[src/rtl/regfile_2r1w.sv]
// 32x64 architectural register file: one synchronous write port, two combinational read ports, index 31 reads as zero.
// Write lands one edge later, reads have zero latency with same-cycle write bypass, and the block never stalls its requesters.
module regfile_2r1w #(
  parameter int WIDTH = 64,
  parameter int DEPTH = 32
) (
  input  logic             clk,
  input  logic             reset,
  input  logic             write_enable,
  input  logic [4:0]       write_addr,
  input  logic [WIDTH-1:0] write_data,
  input  logic [4:0]       read_addr_a,
  output logic [WIDTH-1:0] read_data_a,
  input  logic [4:0]       read_addr_b,
  output logic [WIDTH-1:0] read_data_b
);

  localparam logic [4:0] ZERO_IDX = 5'(DEPTH - 1);

  // No storage exists for the zero register.
  logic [WIDTH-1:0] mem [0:DEPTH-2];

  logic do_write;
  assign do_write = reset && write_enable && (write_addr != ZERO_IDX);

  always_ff @(posedge clk) begin
    if (!reset) begin
      for (int i = 0; i < DEPTH - 1; i++) begin
        mem[i] <= '0;
      end
    end else if (do_write) begin
      mem[write_addr] <= write_data;
    end
  end

  // Bypass is gated by reset so reads show pre-edge contents while reset is held.
  always_comb begin
    read_data_a = '0;
    if (read_addr_a == ZERO_IDX) begin
      read_data_a = '0;
    end else if (reset && write_enable && (write_addr == read_addr_a)) begin
      read_data_a = write_data;
    end else begin
      read_data_a = mem[read_addr_a];
    end
  end

  always_comb begin
    read_data_b = '0;
    if (read_addr_b == ZERO_IDX) begin
      read_data_b = '0;
    end else if (reset && write_enable && (write_addr == read_addr_b)) begin
      read_data_b = write_data;
    end else begin
      read_data_b = mem[read_addr_b];
    end
  end

endmodule
[config.mk]
export PLATFORM = sky130hd
export DESIGN_NAME = regfile_2r1w
export DESIGN_NICKNAME = d
export VERILOG_FILES = /design/src/rtl/regfile_2r1w.sv
export SDC_FILE = /design/constraint.sdc
export NUM_CORES = 2
export LEC_CHECK = 0
export BUFFER_PORTS_ARGS = -buffer_cell sky130_fd_sc_hd__clkbuf_2
export CAP_MARGIN = 5
export CORE_MARGIN = 3
export CORE_UTILIZATION = 45
export DETAILED_ROUTE_END_ITERATION = 12
export SKIP_CTS_REPAIR_TIMING = 1
export SLEW_MARGIN = 10
export SYNTH_ARGS = -nofsm -noshare
export SYNTH_HDL_FRONTEND = slang
export SYNTH_SLANG_ARGS = --single-unit
[constraint.sdc]
create_clock -name clk -period 12.4 [get_ports clk]
set_input_delay 0.62 -clock clk [delete_from_list [all_inputs] [get_ports clk]]
set_output_delay 0.62 -clock clk [all_outputs]
set_load 0.01 [all_outputs]
==> results_dict.tcl <==
set metrics [dict create \
    status "complete, no violations" \
    hold_viol 0 \
    fmax_mhz 163.4 \
    die-area_sq_um 246400 \
    clkTransAtPathRegs_ps 60 \
    vias_per_cell 6.944 \
    portBuffers 209 \
    netlist_top_cells_area "edfxtp_1 57%, mux4_2 22%, and2_1 11%" \
    cp_slowest_cell "buf_4" \
    drt-pass1-iter-count 6 \
    synth_warnings 0 \
    synth_cell_types 48 \
    cp_num_buf_inv 5 \
    grt_pass1_wl_um 579300 \
    period_share 0.4937 \
    synth.largest_area_cell "edfxtp_1" \
    ir_drop_uv 119.4 \
    crit_path_end_kind "output pin" \
    crit_family "buffers and inverters" \
    setup_viol_count_final 0 \
    arrival_ps 5500 \
    rows 179 \
    hpwlAfterDp_um 226200 \
    path_cells "buf_8, buf_4, buf_4, buf_4, mux4_2, o22ai_1, o21bai_1, nand4_1, a21oi_1, clkbuf_2" \
    vias 70832 \
    synthArstFlopShare 0 \
    fp.dieH_um 496.4 \
    tns_ps 0 \
    worst_ep_required_time_ps 11780 \
    cts_tree "yes" \
    power-per-cell-area_nw_per_um2 139.8 \
    netlist_area_sq_um 108200 \
    largest_register_ff_count 2048 \
    hold_path.class "in -> reg" \
    mostFrequentLayoutCells "2048 x edfxtp_1, 1985 x and2_1, 1036 x mux4_2" \
    track_usage 0.3444 \
    cp_common_cell "buf_4" \
    slew_viol_final 0 \
    initialDrtViolationCount 12452 \
    ant_nets 0 \
    cts.htree.levels 4 \
    io_pins 210 \
    wl_um 425800 \
    syn_avg_cell_area_sq_um 15.73 \
    fin_crit_ps 6122 \
    start_util 0.4537 \
    ys_ff_latch 2048 \
    grt_overflow 0 \
    crit_type "in -> out" \
    drc 0 \
    finalPower_mw 16.69 \
    final_common_cell "edfxtp_1" \
    cts_sinks 2048 \
    gp_congestion 0.8445 \
    synth-edff-count 2048 \
    nets 6898 \
    synthCells 6878 \
    root_buffer "clkbuf_16" \
    synth_top_area_frac 0.5683 \
    grt_setup_unrepaired "false" \
    syn_to_final_growth_pct 10.30 \
    yosysSeqAreaShare 0.5683 \
    critPathLaunchType "input pin" \
    crit_path_max_fanout 83 \
    grt_pass1_vias 69793 \
    die_w_um 496.4 \
    clockBufferDepth 3 \
    drv_cap 0 \
    core_sq_um 238500 \
    dpl_cell_area_sq_um 112500 \
    cpPeakStageDelay_ps 900 \
    antenna_found_initial 61 \
    drive_gt1_frac 0.2627 \
    tightest_slew_ps 1306 \
    design_area_sq_um 119400 \
    slew_headroom 0.1295 \
    grt_max_degree 102 \
    fin_util 0.5004 \
    routedWlPerCell_um 41.75 \
    top_register "mem" \
    cts-buffers-inserted 220 \
    synth_ff_type "edfxtp_1" \
    p_leak_nw 40.32 \
    reg.largest.list "mem (2048)" \
]
[cell type report]
type                            instances  area (sq um)
Antenna cell                           40         100.1
Multi-Input combinational cell       4123         44270
Inverter                                1         6.256
Clock buffer                          275          5797
Timing Repair Buffer                  422          2756
Clock inverter                        124         978.4
Sequential cell                      2048         61500
Tap cell                             3167          3963
Fill cell                           19858        119200
[Yosys cell counts, types with 10 or more instances]
master,n
a211oi_1,62
or4_1,16
and2_1,1988
mux2i_1,114
nor2_1,54
mux4_1,21
clkbuf_1,554
a22oi_1,151
nor2b_1,13
mux4_2,1036
xnor2_1,10
a22o_1,76
buf_1,32
buf_6,24
o2bb2ai_1,32
buf_4,32
o22ai_1,169
o211ai_1,10
nor3_1,39
a21oi_1,78
o21ai_0,48
buf_2,123
edfxtp_1,2048
nand3_1,43
nand2_1,45
[layer usage]
metal	track usage	vias up	part of all wire
li1	-	26773	-
met1	0.4527	36861	0.35
met2	0.5314	5864	0.46
met3	0.08557	1324	0.13
met4	0.1823	10	0.062
met5	0	-	0.00028
[power by group]
group          internal, mW  leakage [nW]  switching [mW]
clock network          3.56          3.31            2.86
registers              8.00          19.5           0.179
logic                 0.824          17.5            1.27
[per-stage QoR]
step	instances	worst slack, ps	hold slack (ps)
2_1_floorplan	6941	5848	718.9
3_5_place_dp	9761	6407	1139
4_1_cts	10160	6402	186.3
5_1_grt	10169	6176	219.4
6_report	10200	6278	242.5
3_3_place_gp	9761	6398	1142
[path summary, 6_finish.rpt]
| check | from | endpoint | cells past startpoint | slack [ps] |
|---|---|---|---|---|
| setup / recovery | read_addr_a[1] | read_data_a[16] | 10 | 6280 |
| hold / removal | write_data[34] | mem[31][34] | 2 | 240 |
[cell families after synthesis]
logic type | share of synthesized area
flip-flops | 0.5683
AND/OR/NAND/NOR | 0.1262
XOR/XNOR | 0.0008093
AO/OA/AOI/OAI | 0.04080
multiplexers | 0.2324
other | 0.00003465
buffers and inverters | 0.03146
Note: power is estimated with default switching activity, not from simulation.
